--- src/rtl/spi_mem_ctrl_pkg.sv ---
// spi_mem_ctrl_pkg: shared SPI command codes, access sizes and controller states
package spi_mem_ctrl_pkg;
  localparam logic [7:0] SPI_CMD_READ  = 8'h03;
  localparam logic [7:0] SPI_CMD_WRITE = 8'h02;
  localparam logic [1:0] MEM_SIZE_B = 2'd0;
  localparam logic [1:0] MEM_SIZE_H = 2'd1;
  localparam logic [1:0] MEM_SIZE_W = 2'd2;
  typedef enum logic [1:0] {IDLE, SHIFT, GUARD} state_e;
endpackage

--- src/rtl/spi_sck_gen.sv ---
// spi_sck_gen: divides clk into a mode-0 SCK with one-cycle rise/fall strobes
module spi_sck_gen #(
  parameter int CLK_DIV = 2
) (
  input  logic clk,
  input  logic reset,
  input  logic enable,
  output logic sck,
  output logic rise_strobe,
  output logic fall_strobe
);
  localparam int DW = $clog2(CLK_DIV + 1);
  logic [DW-1:0] div_q;
  logic          sck_q;
  logic          wrap;
  assign wrap        = enable && div_q == DW'(CLK_DIV - 1);
  assign rise_strobe = wrap && !sck_q;
  assign fall_strobe = wrap && sck_q;
  assign sck         = sck_q;
  always_ff @(posedge clk) begin
    if (reset || !enable) begin
      div_q <= '0;
      sck_q <= 1'b0;
    end else begin
      div_q <= wrap ? '0 : div_q + 1'b1;
      sck_q <= sck_q ^ wrap;
    end
  end
endmodule

--- src/rtl/spi_mem_ctrl.sv ---
// spi_mem_ctrl: bridges CPU mem_ce requests to an SPI serial RAM (READ/WRITE, 24-bit address)
module spi_mem_ctrl
  import spi_mem_ctrl_pkg::*;
#(
  parameter int          CLK_DIV   = 2,
  parameter int unsigned MEM_BYTES = 131072
) (
  input  logic        clk,
  input  logic        reset,
  input  logic        mem_ce,
  input  logic        mem_we,
  input  logic [1:0]  mem_size,
  input  logic [31:0] mem_addr,
  input  logic [31:0] mem_wdata,
  output logic [31:0] mem_rdata,
  output logic        mem_busy,
  output logic        mem_valid,
  output logic        mem_fault,
  output logic        spi_cs_n,
  output logic        spi_sck,
  output logic        spi_mosi,
  input  logic        spi_miso
);
  localparam int GW = $clog2(2 * CLK_DIV + 1);
  state_e        state_q;
  logic          armed_q, we_q, busy_q, valid_q, fault_q, cs_n_q, mosi_q;
  logic [5:0]    bit_q, last_q;
  logic [63:0]   tx_q;
  logic [31:0]   rdata_q;
  logic [GW-1:0] guard_q;
  logic          sck_rise, sck_fall, done, out_of_range;
  logic [63:0]   frame_d;
  logic [5:0]    last_d;
  // Data bytes go out in ascending address order, so wdata byte0 leads.
  always_comb begin
    out_of_range = mem_addr >= 32'(MEM_BYTES);
    frame_d = {mem_we ? SPI_CMD_WRITE : SPI_CMD_READ, mem_addr[23:0],
               mem_we ? {mem_wdata[7:0], mem_wdata[15:8], mem_wdata[23:16], mem_wdata[31:24]} : 32'h0};
    last_d = mem_size == MEM_SIZE_B ? 6'd39 : mem_size == MEM_SIZE_H ? 6'd47 : 6'd63;
    done = sck_fall && bit_q == last_q;
  end
  spi_sck_gen #(.CLK_DIV(CLK_DIV)) u_sck (
    .clk         (clk),
    .reset       (reset),
    .enable      (state_q == SHIFT),
    .sck         (spi_sck),
    .rise_strobe (sck_rise),
    .fall_strobe (sck_fall)
  );
  always_ff @(posedge clk) begin
    if (reset) begin
      state_q <= IDLE;
      armed_q <= 1'b1;
      we_q    <= 1'b0;
      busy_q  <= 1'b0;
      valid_q <= 1'b0;
      fault_q <= 1'b0;
      cs_n_q  <= 1'b1;
      mosi_q  <= 1'b0;
      bit_q   <= '0;
      last_q  <= '0;
      tx_q    <= '0;
      rdata_q <= '0;
      guard_q <= '0;
    end else begin
      if (mem_ce) begin
        armed_q <= 1'b1;
        fault_q <= 1'b0;
      end
      case (state_q)
        IDLE: if (armed_q && !mem_ce) begin
          armed_q <= 1'b0;
          if (out_of_range) fault_q <= 1'b1;
          else begin
            state_q <= SHIFT;
            busy_q  <= 1'b1;
            valid_q <= 1'b0;
            cs_n_q  <= 1'b0;
            we_q    <= mem_we;
            last_q  <= last_d;
            bit_q   <= '0;
            tx_q    <= {frame_d[62:0], 1'b0};
            mosi_q  <= frame_d[63];
            if (!mem_we) rdata_q <= '0;
          end
        end
        SHIFT: begin
          // Bit 32+j lands in byte j>>3, MSB-first within the byte.
          if (sck_rise && !we_q && bit_q[5]) rdata_q[{bit_q[4:3], ~bit_q[2:0]}] <= spi_miso;
          if (done) begin
            state_q <= GUARD;
            busy_q  <= 1'b0;
            valid_q <= 1'b1;
            cs_n_q  <= 1'b1;
            mosi_q  <= 1'b0;
            guard_q <= '0;
          end else if (sck_fall) begin
            bit_q  <= bit_q + 6'd1;
            mosi_q <= tx_q[63];
            tx_q   <= {tx_q[62:0], 1'b0};
          end
        end
        default: begin
          guard_q <= guard_q + 1'b1;
          if (guard_q == GW'(2 * CLK_DIV - 1)) state_q <= IDLE;
        end
      endcase
    end
  end
  assign mem_rdata = rdata_q;
  assign mem_busy  = busy_q;
  assign mem_valid = valid_q;
  assign mem_fault = fault_q;
  assign spi_cs_n  = cs_n_q;
  assign spi_mosi  = mosi_q;
endmodule
--- config.mk ---
export PLATFORM = sky130hd
export DESIGN_NAME = spi_mem_ctrl
export DESIGN_NICKNAME = d
export VERILOG_FILES = /design/src/rtl/spi_mem_ctrl_pkg.sv /design/src/rtl/spi_sck_gen.sv /design/src/rtl/spi_mem_ctrl.sv
export SDC_FILE = /design/constraint.sdc
export NUM_CORES = 1
export LEC_CHECK = 0
export CORE_ASPECT_RATIO = 0.8
export CORE_MARGIN = 1
export CORE_UTILIZATION = 35
export CTS_CLUSTER_SIZE = 10
export DETAILED_ROUTE_END_ITERATION = 7
export GPL_TIMING_DRIVEN = 0
export PLACE_DENSITY = 0.54
export SYNTH_ARGS = -nofsm -noshare
export SYNTH_HDL_FRONTEND = slang
export SYNTH_SLANG_ARGS = --single-unit
--- constraint.sdc ---
create_clock -name clk -period 5.03 [get_ports clk]
set_input_delay 1.509 -clock clk [delete_from_list [all_inputs] [get_ports clk]]
set_output_delay 1.509 -clock clk [all_outputs]
set_load 0.05 [all_outputs]
**Word level (Yosys, flattened, before mapping)**

Index checks and enable logic that the tools add are counted.

- Flip-flop bits (word level): 123
- Output and inout bits: 38
- Word-level logic and storage cells: 112

- Add/sub/neg operators: 3
- Magnitude comparators: 3
- Equality and inequality tests: 13
- Muxes and demuxes: 49
- Bitwise operators: 4
- Reductions and logical operators: 25

Operator list:

| operator | count |
|---|---|
| 64-bit 2-to-1 mux | 4 |
| 32-bit 2-to-1 mux | 5 |
| 64-bit one-hot mux with 2 select lines | 1 |
| 32-bit one-hot mux with 2 select lines | 1 |
| 32-bit bitwise mux | 1 |
| 32-bit by 18-bit greater-or-equal comparator with 1-bit output, second input constant | 1 |
| 6-bit 2-to-1 mux | 4 |
| 1-bit 2-to-1 mux | 19 |
| 2-bit != test, second input constant | 7 |
| 6-bit one-hot mux with 2 select lines | 1 |
| 4-bit AND reduction | 3 |
| 5-bit 2-to-1 mux | 2 |
| 5-bit AND reduction | 2 |
| 1-bit logical AND | 8 |
| 2-bit 2-to-1 mux | 4 |
| 6-bit by 1-bit adder with 6-bit output, second input constant | 1 |
| 2-bit by 1-bit == test with 1-bit output, second input constant | 3 |
| 6-bit == test | 1 |
| 5-bit by 6-bit < comparator with 1-bit output, second input constant | 1 |
| 1-bit one-hot mux with 2 select lines | 3 |
| 3-bit one-hot mux with 2 select lines | 1 |
| 1-bit demux with 5-bit select | 1 |
| 5-bit by 1-bit greater-or-equal comparator with 1-bit output, second input constant | 1 |
| 1-bit zero test | 4 |
| other kinds (16) | 18 |

**Logic depth before layout (Yosys ltp)**

- Word-level depth: 8
- Mapped depth: 12

**Cells and area by module**

From an unflattened synthesis, not the netlist that was laid out.

- Cell total of the unflattened synthesis: 621
- Area, all modules: 5674.2 um^2

By module, submodules not included:

| module | times used | cells an instance | area each (um^2) | seq. area each (um^2) |
|---|---|---|---|---|
| spi_mem_ctrl | 1 | 609 | 5524.0 | 2322.2 |
| spi_sck_gen | 1 | 12 | 150.1 | 60.1 |

**Worst setup path before layout**

Ideal clock, no wire load.

- Path type: input-to-reg
- From: in mem_addr[31]
- To: reg tx_q[31]
- Setup time: 0.089 ns
- Arrival time: 2.710 ns
- Required time: 4.941 ns
- Setup slack: 2.231 ns
- Cell stages on the path: 7
- Path buffers: 2
- Cells stage by stage: nor4_1 and4_4 and2_4 buf_12 buf_12 nor3_2 a311oi_2

- Longest elaborated chain between the ends: 3

RTL lines:

| item | line | RTL |
|---|---|---|
| from (decl) | spi_mem_ctrl.sv:13 | `input logic [31:0] mem_addr,` |
| 32-bit by 18-bit greater-or-equal comparator with 1-bit output | spi_mem_ctrl.sv:36 | `out_of_range = mem_addr >= 32'(MEM_BYTES);` |
| 2-bit != test (no line) | -- |  |
| 5-bit AND reduction (no line) | -- |  |
| to (signal assigned) | spi_mem_ctrl.sv:82 | `tx_q <= {frame_d[62:0], 1'b0};` |
| to (signal assigned) | spi_mem_ctrl.sv:100 | `tx_q <= {tx_q[62:0], 1'b0};` |
| to (decl) | spi_mem_ctrl.sv:28 | `logic [63:0] tx_q;` |

No other way between the ends.
A chain may end at the register's enable or synchronous reset.

**Final worst setup path**

- From: in mem_addr[23]
- To: reg rdata_q[10] (netlist: mem_rdata[10])

- Longest elaborated chain between the ends: 3

RTL lines:

| item | line | RTL |
|---|---|---|
| 32-bit by 18-bit greater-or-equal comparator with 1-bit output | spi_mem_ctrl.sv:36 |  |
| 2-bit != test (no line) | -- |  |
| 5-bit AND reduction (no line) | -- |  |
| to (signal, indexed assignment) | spi_mem_ctrl.sv:89 | `if (sck_rise && !we_q && bit_q[5]) rdata_q[{bit_q[4:3], ~bit_q[2:0]}] <= spi_miso;` |
| to (decl) | spi_mem_ctrl.sv:29 | `logic [31:0] rdata_q;` |

No other way between the ends.

==> qor.yml <==
outcome: "finished, violations left"
violations: "design-rule violations"
critical_path_class: "in -> reg"
combPwrFrac_pct: 5.6
skew_ns: 0.007194
cp-end-kind: "flip-flop"
die_area_um2: 18540
rr_startpoint: "state_q[0]"
p_clk_share_pct: 50.6
netSwitchingPower_uw: 479.3
hold_depth: 1
cts_tree: "yes"
synth-edff-count: 0
remaining_drc_errors: 14
yosys.cell_types.count: 60
power_density_nw_per_um2: 264.2
crit_buf_inv: 2
vdd_ir_drop_max_mv: 0.1731
hpwl_um: 13870
num_antenna_cells: 0
worstMarginPinSlew_ns: 0.8917
crit_chain: "clkdlybuf4s50_1 > nor4_1 > and4_4 > a21oi_2 > nor2_2 > buf_2 > a211oi_1"
worstPathArrival_ns: 3.69
setup_viol: 0
rsz0062_at_grt: "false"
startpoint_type: "input pin"
place.gp.congestion: 0.7938
yosys_warnings: 0
seqPwrFrac_pct: 43.8
final_core_util_pct: 46.68
synthTopCellsByArea: "dfxtp_1 38%, a311oi_2 12%, nor3_2 8.3%, nand2_1 6.3%, nand3_1 4.2%"
required_ns: 5.30
fp.dieW_um: 152.0
setup_ws_ns: 1.614
wl_per_cell_um: 18.34
vias_per_cell: 5.461
antenna_found_initial: 0
rows: 43
postCtsHoldBufs: 0
portBuffers: 106
h-tree-depth: 4
final_common_cell: "dfxtp_1"
whs_endpoint: "u_sck.div_q[0]"
fin_crit_sh_pct: 67.91
synth_cells: 677
slowest_delay_ns: 0.46
cts_buffer_depth: 2
grtUsageTotal_pct: 20.83
power.internal_mw: 1.677
die_h_um: 122
core_area_um2: 17490
grt_pass1_wl_um: 30410
num_vias: 5669
cp_top_family: "simple AND/OR/NAND/NOR gates"
drive_gt1_share_pct: 21.65
tns_ns: 0
cp_slowest_cell: "nor4_1"
synth-seq-cells: 119
synth_fp_nets: 757
grt.overflow.total: 0
period_needed_ns: 3.416
min_path_type: "reg -> reg"
yosys.area.top_type: "dfxtp_1"
cts_buffers: 17
grt_pass1_vias: 5623
clock-sinks: 119
ant_nets: 0
power.total_mw: 2.156
nets: 882
rr_worst_depth: 10
finalMaxSlewViolations: 0
final_cell_mix: "119 x dfxtp_1, 106 x nand2_1, 106 x clkdlybuf4s50_1"
grt_start_max_net_pins: 17
netlist_area_um2: 6300
rrSetupSlack_ns: 1.98
postCtsSetupBuffers: 0
synth_top_area_share_pct: 37.82
cts_root_buf: "clkbuf_16"
synth_flop_cell: "dfxtp_1"
worst-path-max-fanout: 10
cap_violations: 0
sw_frac_of_total_pct: 22.23
hold_viol: 0
timing.rr.end: "mem_rdata[4]"
avgSynthCellArea_um2: 9.305
wl_um: 19040
postCtsResizedCells: 0
dr.pass1.iters: 7
cts.clk_slew.worst_paths_ns: 0.05
holdWs_ns: 0.4422
min_from: "u_sck.div_q[0]"
leakagePower_nw: 2.656
insertion_delay_ns: 0.42
area_growth_pct: 29.55
relSlewSlack_pct: 40.42
synthArstFlopShare_pct: 0
pre_cts_slack_ns: 1.233
ys_seq_area_share_pct: 37.82
start_util_pct: 36.03
fmax_mhz: 292.8
drt-initial-drc-count: 395
io_pins: 109
==> per-layer routing <==
metal | up-vias | global-route usage (%) | wire length (um)
met1 | 2731 | 30.61 | 9779
met2 | 167 | 30.03 | 8079
met5 | - | 0 | 0
met3 | 17 | 4.411 | 970
li1 | 2754 | - | -
met4 | 0 | 6.569 | 206
==> cell usage after synthesis, drive strengths merged, types with 2 or more instances <==
cell type and number:
a211oi 24, a21o 6, a21oi 49, a311oi 55
and2 7, and3 4, and4 2, buf 32
clkbuf 35, dfxtp 119, ha 9, inv 10
nand2 109, nand2b 4, nand3 53, nand4 3
nor2 13, nor2b 2, nor3 67, nor3b 3
nor4 5, o211ai 5, o21a 3, o21ai 31
o22ai 2, o311a 4, o31ai 3, o32ai 2
or3 3, xor2 2
==> metrics by stage <==
| stage | instance area, um^2 | instances |
|---|---|---|
| after floorplan | 6300 | 677 |
| after global placement | 7642 | 1008 |
| after detailed placement | 7642 | 1008 |
| after CTS | 8162 | 1038 |
| after global routing | 8162 | 1038 |
| final | 8162 | 1038 |
==> worst max-delay path by stage <==
| stage | from | to | slack (ns) | depth (start not counted) |
|---|---|---|---|---|
| 5_1_grt | mem_addr[23] | mem_rdata[5] | 1.49 | 7 |
| 2_1_floorplan | mem_addr[31] | tx_q[31] | 2.23 | 7 |
| 6_report | mem_addr[23] | mem_rdata[10] | 1.61 | 7 |
| 3_3_place_gp | mem_addr[23] | mem_rdata[10] | 1.26 | 7 |
| 3_5_place_dp | mem_addr[23] | mem_rdata[29] | 1.23 | 7 |
| 4_1_cts | mem_addr[23] | mem_rdata[29] | 1.67 | 7 |
==> sequential cells by signal, indices dropped and copies added (netlist names), 2 cells and up <==
register	count
bit_q	6
guard_q	3
last_q	3
mem_rdata	32
state_q	2
tx_q	63
u_sck.div_q	2
==> area by class of cell <==
type                    count  area (um^2)
fillers                  1634         9324
multi-input cells         480         3416
flip-flops and latches    119         2382
repair buffers            106         1061
clock buffers              26        499.2
plain buffers              67        460.4
well taps                 225        281.5
inverters                  11        41.29
clock inverters             4        20.02
==> worst reg2reg max path, delay by kind of cell (launching register included) <==
kind / cells / cell delay, ns
fa+ha+maj: 1 / 0.14
buf+inv: 2 / 0.54
simple gates: 4 / 1.31
flops: 1 / 0.47
compound gates: 3 / 0.51
==> power by group through the flow <==
stage	clock network, mW	logic (mW)	registers (mW)
2_1_floorplan	0	0.0432	0.966
3_3_place_gp	0	0.118	0.965
3_5_place_dp	0	0.120	0.965
4_1_cts	1.11	0.121	0.945
5_1_grt	1.16	0.128	0.944
6_report	1.09	0.120	0.945
==> kinds of logic (layout without fill, tap and decap cells) <==
family	after synthesis	after routing	synth area share, %
DFF	119	119	37.82
AOI/OAI and AO/OA	189	189	26.53
xor gates and xnor gates	2	2	0.2781
buffers and inverters	78	214	7.964
adders and majority gates	9	9	1.788
and+or+nand+nor	280	280	25.62
No activity file was read; power rests on OpenSTA's default activity.
